## src/rtl/sensor_event_arbiter_if.sv

```systemverilog
// Event handshake between the arbiter FIFO head and the screen controller.
// The master side produces events; the slave side consumes them.
interface sensor_event_arbiter_if;
    logic       evt_valid;
    logic [2:0] evt_code;
    logic       evt_ready;

    modport master (output evt_valid, output evt_code, input evt_ready);
    modport slave  (input evt_valid, input evt_code, output evt_ready);
endinterface

```

## src/rtl/sensor_event_arbiter.sv

```systemverilog
// Per-source rise detection and hold-off, round-robin grant into a small event FIFO,
// drained by the screen controller over a valid/ready handshake.
module sensor_event_lane #(
    parameter int unsigned HOLDOFF_CYC = 1_000_000,
    parameter int          HO_W        = 20
) (
    input  logic clk,
    input  logic rst_n,
    input  logic i_clr,
    input  logic i_src,
    input  logic i_grant,
    output logic o_pend,
    output logic o_merge
);
    logic            r_prev;
    logic            r_pend;
    logic [HO_W-1:0] r_ho_cnt;
    logic            w_rise;
    logic            w_accept;

    // A rise in the source's own grant cycle is swallowed, as is any rise during hold-off.
    assign w_rise   = i_src & ~r_prev;
    assign w_accept = w_rise && (r_ho_cnt == '0) && !i_grant;
    assign o_merge  = w_accept && r_pend;
    assign o_pend   = r_pend;

    always_ff @(posedge clk or negedge rst_n) begin
        if (!rst_n) begin
            r_prev   <= 1'b0;
            r_pend   <= 1'b0;
            r_ho_cnt <= '0;
        end else begin
            r_prev <= i_src;
            if (i_clr) begin
                r_pend   <= 1'b0;
                r_ho_cnt <= '0;
            end else if (i_grant) begin
                r_pend   <= 1'b0;
                r_ho_cnt <= HO_W'(HOLDOFF_CYC);
            end else begin
                if (w_accept)
                    r_pend <= 1'b1;
                if (r_ho_cnt != '0)
                    r_ho_cnt <= r_ho_cnt - HO_W'(1);
            end
        end
    end
endmodule

module sensor_event_arbiter #(
    parameter int unsigned HOLDOFF_CYC = 1_000_000,
    parameter int          FIFO_DEPTH  = 4,
    parameter int          HO_W        = 20
) (
    input  logic                  clk,
    input  logic                  rst_n,
    input  logic                  clr,
    input  logic [7:0]            src_in,
    sensor_event_arbiter_if.master evt,
    output logic [7:0]            pend_o,
    output logic                  ovf
);
    localparam int NUM_SRC = 8;
    localparam int AW      = $clog2(FIFO_DEPTH);
    localparam int CNT_W   = AW + 1;

    logic [NUM_SRC-1:0] w_pend;
    logic [NUM_SRC-1:0] w_merge;
    logic [NUM_SRC-1:0] w_gnt_vec;
    logic [2:0]         w_gnt_idx;
    logic               w_found;
    logic               w_grant;
    logic               w_pop;
    logic               w_valid;

    logic [2:0]         r_rr_ptr;
    logic               r_ovf;
    logic [2:0]         r_mem [FIFO_DEPTH];
    logic [AW-1:0]      r_wr_ptr;
    logic [AW-1:0]      r_rd_ptr;
    logic [CNT_W-1:0]   r_count;

    for (genvar g = 0; g < NUM_SRC; g++) begin : g_lane
        sensor_event_lane #(.HOLDOFF_CYC(HOLDOFF_CYC), .HO_W(HO_W)) u_lane (
            .clk     (clk),
            .rst_n   (rst_n),
            .i_clr   (clr),
            .i_src   (src_in[g]),
            .i_grant (w_gnt_vec[g]),
            .o_pend  (w_pend[g]),
            .o_merge (w_merge[g])
        );
    end

    // Round-robin scan starting at r_rr_ptr.
    always_comb begin
        w_found   = 1'b0;
        w_gnt_idx = 3'd0;
        for (int k = 0; k < NUM_SRC; k++) begin
            if (!w_found && w_pend[r_rr_ptr + 3'(k)]) begin
                w_found   = 1'b1;
                w_gnt_idx = r_rr_ptr + 3'(k);
            end
        end
    end

    assign w_valid   = (r_count != '0);
    assign w_pop     = w_valid && evt.evt_ready;
    // A pop frees a slot in the same cycle, so a full FIFO can still accept a grant.
    assign w_grant   = w_found && ((r_count < CNT_W'(FIFO_DEPTH)) || w_pop);
    assign w_gnt_vec = w_grant ? (NUM_SRC'(1) << w_gnt_idx) : '0;

    assign evt.evt_valid = w_valid;
    assign evt.evt_code  = r_mem[r_rd_ptr];
    assign pend_o        = w_pend;
    assign ovf           = r_ovf;

    always_ff @(posedge clk or negedge rst_n) begin
        if (!rst_n) begin
            r_rr_ptr <= 3'd0;
            r_ovf    <= 1'b0;
        end else if (clr) begin
            r_rr_ptr <= 3'd0;
            r_ovf    <= 1'b0;
        end else begin
            if (w_grant)
                r_rr_ptr <= w_gnt_idx + 3'd1;
            if (w_merge != '0)
                r_ovf <= 1'b1;
        end
    end

    always_ff @(posedge clk or negedge rst_n) begin
        if (!rst_n) begin
            for (int i = 0; i < FIFO_DEPTH; i++)
                r_mem[i] <= 3'd0;
            r_wr_ptr <= '0;
            r_rd_ptr <= '0;
            r_count  <= '0;
        end else if (clr) begin
            r_wr_ptr <= '0;
            r_rd_ptr <= '0;
            r_count  <= '0;
        end else begin
            if (w_grant) begin
                r_mem[r_wr_ptr] <= w_gnt_idx;
                r_wr_ptr        <= r_wr_ptr + AW'(1);
            end
            if (w_pop)
                r_rd_ptr <= r_rd_ptr + AW'(1);
            r_count <= r_count + CNT_W'(w_grant) - CNT_W'(w_pop);
        end
    end
endmodule

```

## src/flat_wrapper.sv

```systemverilog
// flat-port wrapper written by rule: the top's interface ports become plain ports
module sensor_event_arbiter_flat 
#(
    parameter int unsigned HOLDOFF_CYC = 1_000_000,
    parameter int          FIFO_DEPTH  = 4,
    parameter int          HO_W        = 20
)
  (clk, rst_n, clr, src_in, pend_o, ovf, evt_evt_valid, evt_evt_code, evt_evt_ready);
  sensor_event_arbiter_if evt_i ();
  input  logic clk;
  input  logic rst_n;
  input  logic clr;
  input  logic [7:0] src_in;
  output logic [7:0] pend_o;
  output logic ovf;
  output wire logic [$bits(evt_i.evt_valid)-1:0] evt_evt_valid;
  output wire logic [$bits(evt_i.evt_code)-1:0] evt_evt_code;
  input wire logic [$bits(evt_i.evt_ready)-1:0] evt_evt_ready;
  assign evt_evt_valid = evt_i.evt_valid;
  assign evt_evt_code = evt_i.evt_code;
  assign evt_i.evt_ready = evt_evt_ready;
  sensor_event_arbiter #(.HOLDOFF_CYC(HOLDOFF_CYC), .FIFO_DEPTH(FIFO_DEPTH), .HO_W(HO_W)) u_core (.clk(clk), .rst_n(rst_n), .clr(clr), .src_in(src_in), .evt(evt_i), .pend_o(pend_o), .ovf(ovf));
endmodule
```

## config.mk

```make
export PLATFORM = sky130hd
export DESIGN_NAME = sensor_event_arbiter_flat
export DESIGN_NICKNAME = d
export VERILOG_FILES = /design/src/rtl/sensor_event_arbiter_if.sv /design/src/rtl/sensor_event_arbiter.sv /design/src/flat_wrapper.sv
export SDC_FILE = /design/constraint.sdc
export NUM_CORES = 1
export LEC_CHECK = 0
export ABC_AREA = 1
export CORE_MARGIN = 1
export CORE_UTILIZATION = 35
export CTS_BUF_LIST = sky130_fd_sc_hd__clkbuf_16
export DETAILED_ROUTE_END_ITERATION = 10
export PLACE_DENSITY_LB_ADDON = 0.12
export SLEW_MARGIN = 20
export SYNTH_ARGS = -nofsm -noshare
export SYNTH_HDL_FRONTEND = slang
export SYNTH_HIERARCHICAL = 1
export SYNTH_SLANG_ARGS = --single-unit
```

## constraint.sdc

```tcl
create_clock -name clk -period 8.2 [get_ports clk]
set_clock_uncertainty 0.05 [all_clocks]
set_input_delay 1.64 -clock clk [delete_from_list [all_inputs] [get_ports clk]]
set_output_delay 1.64 -clock clk [all_outputs]
set_load 0.02 [all_outputs]
```

==> impl_metrics.tcl, run 1 <==
set metrics [dict create \
    status "complete, no violations" \
    rr_startpoint "u_core/r_rr_ptr[1]$_DFFE_PN0P_" \
    wirelength_um 31400 \
    rr_worst_depth 23 \
    async_flop_share 1.00 \
    max_stage_delay_ns 0.81 \
    regArea_sq_um 4980 \
    hold_start "u_core/r_mem[6]$_DFFE_PN0P_" \
    synth_top_area_frac 0.381 \
    drv_cap 0 \
    gr-total-overflow 0 \
    avgSynthCellArea_sq_um 6.73 \
    wl_per_cell_um 12.8 \
    ctsHtreeMaxLevel 4 \
    cpLargestDelayFamily "simple AND/OR/NAND/NOR gates" \
    ys_warn_count 6 \
    hold-worst-slack_ns 0.421 \
    yosys_register_bits 199 \
    place.gp.congestion 0.865 \
    port_buffers 24 \
    fp.dieH_um 195 \
    required_ns 8.51 \
    tightestPinTransition_ns 1.04 \
    netlist_top_cells_area "dfrtp_1 (38%), nand2_1 (14%), nor2_1 (13%), inv_1 (7.7%), nand3_1 (7.3%)" \
    cts_made_buffers 17 \
    fp-row-count 70 \
    cts-hold-fix-buffers 0 \
    path_max_fanout 14 \
    synth-edff-count 0 \
    grt_use_total 0.173 \
    start_util 0.356 \
    r2r-end "u_core/g_lane[2].u_lane/r_ho_cnt[18]$_DFFE_PN0P_" \
    grt_pass1_vias 11000 \
    max_freq_mhz 220 \
    grt_max_degree 76 \
    drc 0 \
    grt_pass1_wl_um 53800 \
    finalHoldViolCount 0 \
    worstPathArrival_ns 4.86 \
    num_vias 11500 \
    dp.cells 2420 \
    min_path_cells 2 \
    yosysMostFrequentCell "nand2_1" \
    fin_setup_tns_ns 0 \
    fin_crit_sh 0.555 \
    fin_util 0.392 \
    layout.nets 2014 \
    antenna_found_initial 0 \
    clk_latency_ns 0.46 \
    netlist_instances 1943 \
    cts_setup_buffers 0 \
    clk_transition_reported_paths_ns 0.08 \
    hp-class "reg -> reg" \
    cp_slowest_cell "nor2_1" \
    layoutNonFillerInstCount 2452 \
    grt_setup_unrepaired "false" \
    cts_resized 0 \
    final_max_slew_viol_count 0 \
    crit_path_frequent_cell "inv_1" \
    post-dp-hpwl_um 23700 \
    hold_end "u_core/r_mem[6]$_DFFE_PN0P_" \
    die-area_sq_um 38100 \
    fin_crit_ns 4.55 \
    startpoint_type "flip-flop" \
    crit_chain "inv_2 > ha_1 > inv_1 > nand3_1 > nand3_1 > inv_1 > nor2_4 > nand4_4 > nor2_4 > nand2_2 > nor2_4 > nand2_1 > nand2_2 > inv_1 > ha_1 > nand2_1 > nor2_1 > nor2_1 > inv_1 > nor2_1 > nor2_1 > nand2_1 > inv_1" \
    dieWidth_um 195 \
    dr.pass1.iters 5 \
    io_pins 25 \
    drt_iter0_drc 528 \
    drive_gt1_frac 0.0731 \
    seq_area_frac_synth 0.381 \
    cts_buffer_depth 2 \
    syn-num-nets 1986 \
    insertedDiodeCount 0 \
    core_area_sq_um 36700 \
    syn_area_sq_um 13100 \
    criticalPathCategory "reg -> reg" \
    cp_num_buf_inv 6 \
    r2r_setup_slack_ns 3.65 \
    ys_top_cells_by_count "nand2_1 (479), nor2_1 (437), inv_1 (270), dfrtp_1 (199), nand3_1 (190)" \
    vias_per_cell 4.70 \
    cts_tree "yes" \
    end_kind "flip-flop" \
    yosysTopAreaCell "dfrtp_1" \
    syn_to_final_growth_pct 9.86 \
    multi_input_area_sq_um 6920 \
    maxSlewHeadroom 0.303 \
    postRouteAntennaNets 0 \
    setup_viol 0 \
    cts_sinks 199 \
    n_fill_cell 3846 \
    cts_root_buffer "clkbuf_16" \
    synth_cell_type_count 35 \
    synth-main-ff-cell "dfrtp_1" \
]
[metal layers]
layer / up-vias / GRT usage / wire [um]
met3: 12 / 0.0278 / 777
met2: 121 / 0.297 / 14900
met5: - / 0 / 0
met1: 5277 / 0.228 / 15500
met4: 0 / 0.0376 / 232
li1: 6115 / - / -
[cells in the final DEF, fill, tap and decap left out, types with 2 or more instances in the layout]
| cell type | synthesis | final |
|---|---|---|
| o21ai_1 | 4 | 4 |
| inv_6 | 0 | 3 |
| clkinv_2 | 0 | 2 |
| o21bai_2 | 6 | 6 |
| nand3_4 | 6 | 6 |
| xor2_1 | 16 | 16 |
| nand2_1 | 479 | 479 |
| nand3_2 | 12 | 12 |
| a31oi_1 | 4 | 4 |
| dfrtp_1 | 199 | 199 |
| o22ai_1 | 5 | 5 |
| inv_2 | 9 | 9 |
| nor2_2 | 30 | 31 |
| clkbuf_16 | 0 | 17 |
| nor2_8 | 3 | 3 |
| nand2_2 | 19 | 19 |
| clkdlybuf4s50_1 | 0 | 23 |
| inv_8 | 0 | 3 |
| nor2_1 | 437 | 436 |
| nand3_1 | 190 | 190 |
| nand4_1 | 31 | 31 |
| o21ai_0 | 28 | 28 |
| inv_1 | 270 | 271 |
| ha_1 | 30 | 30 |
| buf_4 | 2 | 3 |
| and2_1 | 8 | 8 |
| nand2_4 | 4 | 4 |
| nor2_4 | 17 | 17 |
| o21ai_4 | 2 | 2 |
| clkinv_4 | 0 | 3 |
| clkinvlp_4 | 0 | 2 |
| nor3_1 | 35 | 35 |
| a21oi_1 | 75 | 75 |
[cell families after synthesis]
| logic type | Yosys count | synth area share |
|---|---|---|
| AND/OR/NAND/NOR | 1274 | 0.434 |
| flip-flops | 199 | 0.381 |
| AO/OA/AOI/OAI | 125 | 0.0535 |
| adder cells (fa/ha/maj) | 31 | 0.0302 |
| buffers and inverters | 297 | 0.0905 |
| XOR/XNOR | 17 | 0.0114 |
[state kept, by name (all words and copies together) (netlist names)]
name,cells
u_core/g_lane.u_lane/o_pend,8
u_core/r_count,3
u_core/r_mem,12
u_core/g_lane.u_lane/r_prev,8
u_core/r_rd_ptr,2
u_core/g_lane.u_lane/r_ho_cnt,160
u_core/r_wr_ptr,2
u_core/r_rr_ptr,3
u_core/ovf,1
[tightest hold or removal path, cell delays in order (launching register included)]
cell and delay [ns]:
dfrtp_1 0.34, nand2_1 0.05, nand2_1 0.05
[area by class of cell]
class	instances	share of cell area
Clock inverter	15	0.0101
Multi-Input combinational cell	1447	0.481
Tap cell	468	0.0408
Timing Repair Buffer	27	0.0186
Clock buffer	17	0.0296
Sequential cell	199	0.347
Inverter	279	0.0729
[metrics by stage]
stage | setup slack [ns] | area [sq um]
after floorplan | 4.74 | 13100
after global placement | 3.73 | 13800
after detailed placement | 3.62 | 13800
after CTS | 3.62 | 14400
after global routing | 3.26 | 14400
final | 3.65 | 14400
[worst max-delay path by stage]
stage / slack [ns] / start / depth (start not counted) / endpoint
finish: 3.65 / u_core/r_rr_ptr[1]$_DFFE_PN0P_ / 23 / u_core/g_lane[2].u_lane/r_ho_cnt[18]$_DFFE_PN0P_
floorplan: 4.74 / u_core/r_rr_ptr[0]$_DFFE_PN0P_ / 23 / u_core/g_lane[7].u_lane/r_ho_cnt[3]$_DFFE_PN0P_
global route: 3.26 / u_core/r_rr_ptr[0]$_DFFE_PN0P_ / 23 / u_core/g_lane[2].u_lane/r_ho_cnt[18]$_DFFE_PN0P_
CTS: 3.62 / u_core/r_rr_ptr[1]$_DFFE_PN0P_ / 23 / u_core/g_lane[0].u_lane/r_ho_cnt[18]$_DFFE_PN0P_
detailed placement: 3.62 / u_core/r_rr_ptr[1]$_DFFE_PN0P_ / 23 / u_core/g_lane[4].u_lane/r_ho_cnt[19]$_DFFE_PN0P_
global placement: 3.73 / u_core/r_rr_ptr[0]$_DFFE_PN0P_ / 23 / u_core/g_lane[0].u_lane/r_ho_cnt[19]$_DFFE_PN0P_
Power of run 1 is not shown: default switching activity piles up to over one toggle a cycle in this logic, so the estimate is an artifact.
==> run 2, diff against run 1 <==
==> constraint.sdc (replaced) <==
create_clock -name clk -period 3.8 [get_ports clk]
set_clock_uncertainty 0.05 [all_clocks]
set_input_delay 0.76 -clock clk [delete_from_list [all_inputs] [get_ports clk]]
set_output_delay 0.76 -clock clk [all_outputs]
set_load 0.02 [all_outputs]
==> run 2 against run 1 <==
Against the previous run:
- first-iteration DRC count increased by 27%
- cell area up 1.3%
- maximum frequency grew 34%
- sequential cell count is the same
- via count is 1.4% higher
- core utilization grew 0.51 points
- wire length rose by 1.7%
- global-route usage grew 0.53 points
- non-clock buffer count is 19 higher
- setup slack lost 3.3 ns
- hold slack worse by 0.11 ns
- register-to-register slack got worse by 3.3 ns
- critical path type unchanged
==> impl_metrics.tcl, run 2 (synthesis gave the netlist of run 1 again) <==
set metrics [dict create \
    largest_reg_flops 160 \
    fp-row-count 70 \
    grt_max_degree 102 \
    required_ns 4.08 \
    layout_common_cells "nand2_1 (479), nor2_1 (431), inv_1 (269)" \
    cts_made_buffers 17 \
    maxSlewHeadroom 0.463 \
    stdcell_area_sq_um 14600 \
    use_met2 0.293 \
    num_vias 11700 \
    busiest_layer "met2" \
    final_common_cell "nand2_1" \
    gr-total-overflow 0 \
    io_pins 25 \
    r2r_setup_slack_ns 0.39 \
    dr.pass1.iters 5 \
    largest_registers "u_core/g_lane.u_lane/r_ho_cnt x160, u_core/r_mem x12" \
    drc 0 \
    fin_crit_sh 0.896 \
    cts-hold-fix-buffers 0 \
    finalHoldViolCount 0 \
    insertedDiodeCount 0 \
    startpoint_type "flip-flop" \
    layout.nets 2033 \
    core_area_sq_um 36700 \
    grt_setup_unrepaired "false" \
    place.gp.congestion 0.866 \
    max_freq_mhz 294 \
    cts_resized 1 \
    clk_transition_reported_paths_ns 0.08 \
    port_buffers 24 \
    grt_pass1_wl_um 54900 \
    path_max_fanout 7 \
    cts_setup_buffers 0 \
    drt_iter0_drc 673 \
    fp.dieH_um 195 \
    end_kind "flip-flop" \
    setup_viol 0 \
    drv_cap 0 \
    die-area_sq_um 38100 \
    hp-class "in -> async" \
    vias_per_cell 4.73 \
    grt_pass1_vias 11200 \
    largest-register "u_core/g_lane.u_lane/r_ho_cnt" \
    grtUsageMet1 0.239 \
    wl_per_cell_um 12.9 \
    dieWidth_um 195 \
    n_fill_cell 3875 \
    antenna_found_initial 0 \
    clk_latency_ns 0.46 \
    drive_gt1_frac 0.0859 \
    wirelength_um 31900 \
    postRouteAntennaNets 0 \
    fin_setup_tns_ns 0 \
    start_util 0.356 \
    cts_sinks 199 \
    cts_buffer_depth 2 \
    cts_root_buffer "clkbuf_16" \
    worstPathArrival_ns 3.68 \
    criticalPathCategory "reg -> reg" \
    tightestPinTransition_ns 0.805 \
    placed_area_sq_um 14000 \
    status "complete, no violations" \
    final_max_slew_viol_count 0 \
    cts_tree "yes" \
    ctsHtreeMaxLevel 4 \
    gr-usage-met3 0.0316 \
    fin_crit_ns 3.41 \
    grt_use_total 0.178 \
    syn_to_final_growth_pct 11.3 \
    post-dp-hpwl_um 24200 \
]
[run 2: routing by layer]
layer  part of all wire  vias up
met3              0.027       31
li1                   -     6160
met5                  0        -
met2               0.46      154
met1               0.50     5340
met4              0.016        0
[run 2: layout make-up]
class	instances	area, sq um	area share
Clock buffer	17	425	0.0292
Clock inverter	14	118	0.00808
Inverter	279	1050	0.0719
Multi-Input combinational cell	1447	6950	0.478
Sequential cell	199	4980	0.342
Tap cell	468	586	0.0402
Timing Repair Buffer	46	448	0.0308
[run 2: worst paths after layout]
check / startpoint / end / depth (start not counted)
min reg2reg: u_core/r_mem[6]$_DFFE_PN0P_ / u_core/r_mem[6]$_DFFE_PN0P_ / 2
max: u_core/r_rr_ptr[0]$_DFFE_PN0P_ / u_core/ovf$_DFFE_PN0P_ / 20
max in group asynchronous: rst_n / u_core/g_lane[2].u_lane/r_ho_cnt[17]$_DFFE_PN0P_ / 2
min in group clk: u_core/r_mem[6]$_DFFE_PN0P_ / u_core/r_mem[6]$_DFFE_PN0P_ / 2
min: rst_n / u_core/g_lane[7].u_lane/r_ho_cnt[0]$_DFFE_PN0P_ / 1
max reg2reg: u_core/r_rr_ptr[0]$_DFFE_PN0P_ / u_core/ovf$_DFFE_PN0P_ / 20
[run 2: critical path, cell delays in order (launching register included)]
cell,delay [ns]
dfrtp_1,0.36
inv_2,0.04
ha_1,0.31
inv_2,0.15
nand3_1,0.16
nand3_2,0.13
nand2_4,0.08
nor2_8,0.11
nand4_4,0.10
nor2_4,0.17
nand3_1,0.09
nand2_1,0.07
nand2_1,0.08
buf_4,0.16
inv_1,0.07
ha_1,0.14
nand2_1,0.07
nor2_1,0.32
nor3_1,0.15
nor4_2,0.32
a31oi_1,0.13
[run 2: per-stage QoR]
step / hold WS, ns / util / worst slack [ns] / std cells
3_5_place_dp: 0.409 / 0.381 / -0.0616 / 2439
4_1_cts: 0.325 / 0.396 / 0.0258 / 2470
6_report: 0.309 / 0.397 / 0.394 / 2470
3_3_place_gp: 0.409 / 0.381 / 0.0682 / 2439
5_1_grt: 0.356 / 0.397 / 0.0563 / 2470
2_1_floorplan: 0.387 / - / 0.342 / 1943
Power of run 2 is left out for the same reason.
==> run 3, diff against run 2 <==
--- a/config.mk
+++ b/config.mk
@@ -10,7 +10,6 @@
 export CORE_UTILIZATION = 35
 export CTS_BUF_LIST = sky130_fd_sc_hd__clkbuf_16
 export DETAILED_ROUTE_END_ITERATION = 10
-export PLACE_DENSITY_LB_ADDON = 0.12
 export SLEW_MARGIN = 20
 export SYNTH_ARGS = -nofsm -noshare
 export SYNTH_HDL_FRONTEND = slang
==> run 3 against run 2 <==
Against the previous run:
- sequential cell count is the same
- via count rose by 1.5%
- non-clock buffer count rose by 1
- sequential share of layout area down 0.056 points
- global-route usage down 0.39 points
- setup slack lost 0.066 ns
- count of clock-buffer cells in the layout did not move
- largest cell class unchanged
- first-iteration DRC count up 7.1%
- critical path type unchanged
- maximum frequency down 1.9%
==> impl_metrics.tcl, run 3 (synthesis gave the netlist of run 1 again) <==
set metrics [dict create \
    status "complete, no violations" \
    clk_latency_ns 0.46 \
    post-dp-hpwl_um 23700 \
    core_area_sq_um 36700 \
    fin_crit_sh 0.914 \
    grt_use_total 0.174 \
    antenna_found_initial 0 \
    place.gp.congestion 0.918 \
    largest-register "u_core/g_lane.u_lane/r_ho_cnt" \
    port_buffers 24 \
    hp-class "in -> async" \
    worstPathArrival_ns 3.72 \
    drive_gt1_frac 0.0838 \
    maxSlewHeadroom 0.545 \
    max_freq_mhz 288 \
    required_ns 4.05 \
    wirelength_um 31500 \
    end_kind "flip-flop" \
    multi_input_area_sq_um 6930 \
    cts_buffer_depth 2 \
    cts_setup_buffers 0 \
    dieWidth_um 195 \
    grt_pass1_wl_um 54200 \
    rr_startpoint "u_core/r_rr_ptr[0]$_DFFE_PN0P_" \
    syn_to_final_growth_pct 11.5 \
    n_fill_cell 3819 \
    clk_transition_reported_paths_ns 0.08 \
    startpoint_type "flip-flop" \
    cts_tree "yes" \
    fin_crit_ns 3.47 \
    fin_setup_tns_ns 0 \
    grt_pass1_vias 11400 \
    finalHoldViolCount 0 \
    fp.dieH_um 195 \
    cp-endpoint "u_core/ovf$_DFFE_PN0P_" \
    final_common_cell "nand2_1" \
    drc 0 \
    cts_sinks 199 \
    dp.cells 2440 \
    r2r_setup_slack_ns 0.33 \
    setup_viol 0 \
    ctsHtreeMaxLevel 4 \
    criticalPathCategory "reg -> reg" \
    path_max_fanout 9 \
    cts_made_buffers 17 \
    dr.pass1.iters 5 \
    postRouteAntennaNets 0 \
    crit_path_start "u_core/r_rr_ptr[0]$_DFFE_PN0P_" \
    cts_root_buffer "clkbuf_16" \
    final.setup.worst_slack_ns 0.329 \
    rr_worst_depth 19 \
    fp-row-count 70 \
    io_pins 25 \
    start_util 0.356 \
    insertedDiodeCount 0 \
    grt_max_degree 82 \
    gr-total-overflow 0 \
    die-area_sq_um 38100 \
    layout_common_cells "nand2_1 (478), nor2_1 (435), inv_1 (270)" \
    largest_reg_flops 160 \
    vias_per_cell 4.80 \
    tightestPinTransition_ns 0.682 \
    r2r-end "u_core/ovf$_DFFE_PN0P_" \
    dp_worst_setup_slack_ns 0.172 \
    wl_per_cell_um 12.7 \
    final_max_slew_viol_count 0 \
    layoutNonFillerInstCount 2472 \
    largest_registers "u_core/g_lane.u_lane/r_ho_cnt x160, u_core/r_mem x12" \
    regArea_sq_um 4980 \
    drt_iter0_drc 721 \
    layout.nets 2034 \
    num_vias 11900 \
    drv_cap 0 \
    grt_setup_unrepaired "false" \
]
## run 3: cell count changes in the layout (fill, tap and decap cells not counted), moves of 3 or more
cell and delta:
buf_4 +3, clkinvlp_4 -3, inv_8 +4, nor2_1 +4
nor2_2 -4
## run 3: cell type report
class,instances,share of cell area
Inverter,279,0.0718
Tap cell,468,0.0402
Clock buffer,17,0.0292
Multi-Input combinational cell,1447,0.475
Clock inverter,15,0.0124
Timing Repair Buffer,47,0.0295
Sequential cell,199,0.342
## run 3: worst max-delay path, cell delays in order (launching register included)
cell and delay, ns:
dfrtp_1 0.39, buf_4 0.17, ha_1 0.24, xnor2_1 0.31, nand3_2 0.17, nand2_4 0.14, nor2_8 0.05, nand4_4 0.08
nor2_4 0.05, nand2_1 0.12, nand2_1 0.06, nand2_1 0.08, nand2_2 0.13, inv_1 0.11, ha_1 0.14, nand2_1 0.08
nor2_1 0.31, nor3_1 0.16, nor4_1 0.32, a31oi_1 0.15
## run 3: how the worst min path moves through the flow
stage / start / endpoint / slack, ns / depth (start not counted)
after floorplan: u_core/r_mem[3]$_DFFE_PN0P_ / u_core/r_mem[3]$_DFFE_PN0P_ / 0.39 / 2
after global placement: u_core/r_mem[9]$_DFFE_PN0P_ / u_core/r_mem[9]$_DFFE_PN0P_ / 0.41 / 2
after detailed placement: u_core/r_mem[2]$_DFFE_PN0P_ / u_core/r_mem[2]$_DFFE_PN0P_ / 0.42 / 2
after CTS: rst_n / u_core/g_lane[4].u_lane/r_ho_cnt[17]$_DFFE_PN0P_ / 0.27 / 1
after global routing: rst_n / u_core/g_lane[7].u_lane/r_ho_cnt[8]$_DFFE_PN0P_ / 0.29 / 1
final: rst_n / u_core/g_lane[7].u_lane/r_prev$_DFF_PN0_ / 0.24 / 1
## run 3: repair_timing
action,4_1_cts,5_1_grt
hold buffers,0,0
resized for setup,0,5
hold endpoints to repair,0,0
endpoints found under the setup margin,0,37
## run 3: through the flow
stage	instance area (sq um)	util	hold slack [ns]
detailed placement	14000	0.380	0.417
global route	14600	0.397	0.290
floorplan	13100	-	0.387
CTS	14600	0.397	0.266
global placement	14000	0.380	0.414
finish	14600	0.397	0.245
## run 3: metal layers
metal  GRT usage  vias to the layer above  wire length [um]
li1            -                     6165                 -
met3      0.0332                       17               985
met4      0.0408                        0               269
met1       0.227                     5514             15100
met2       0.298                      166             15100
met5           0                        -                 0
Power of run 3 is left out for the same reason.
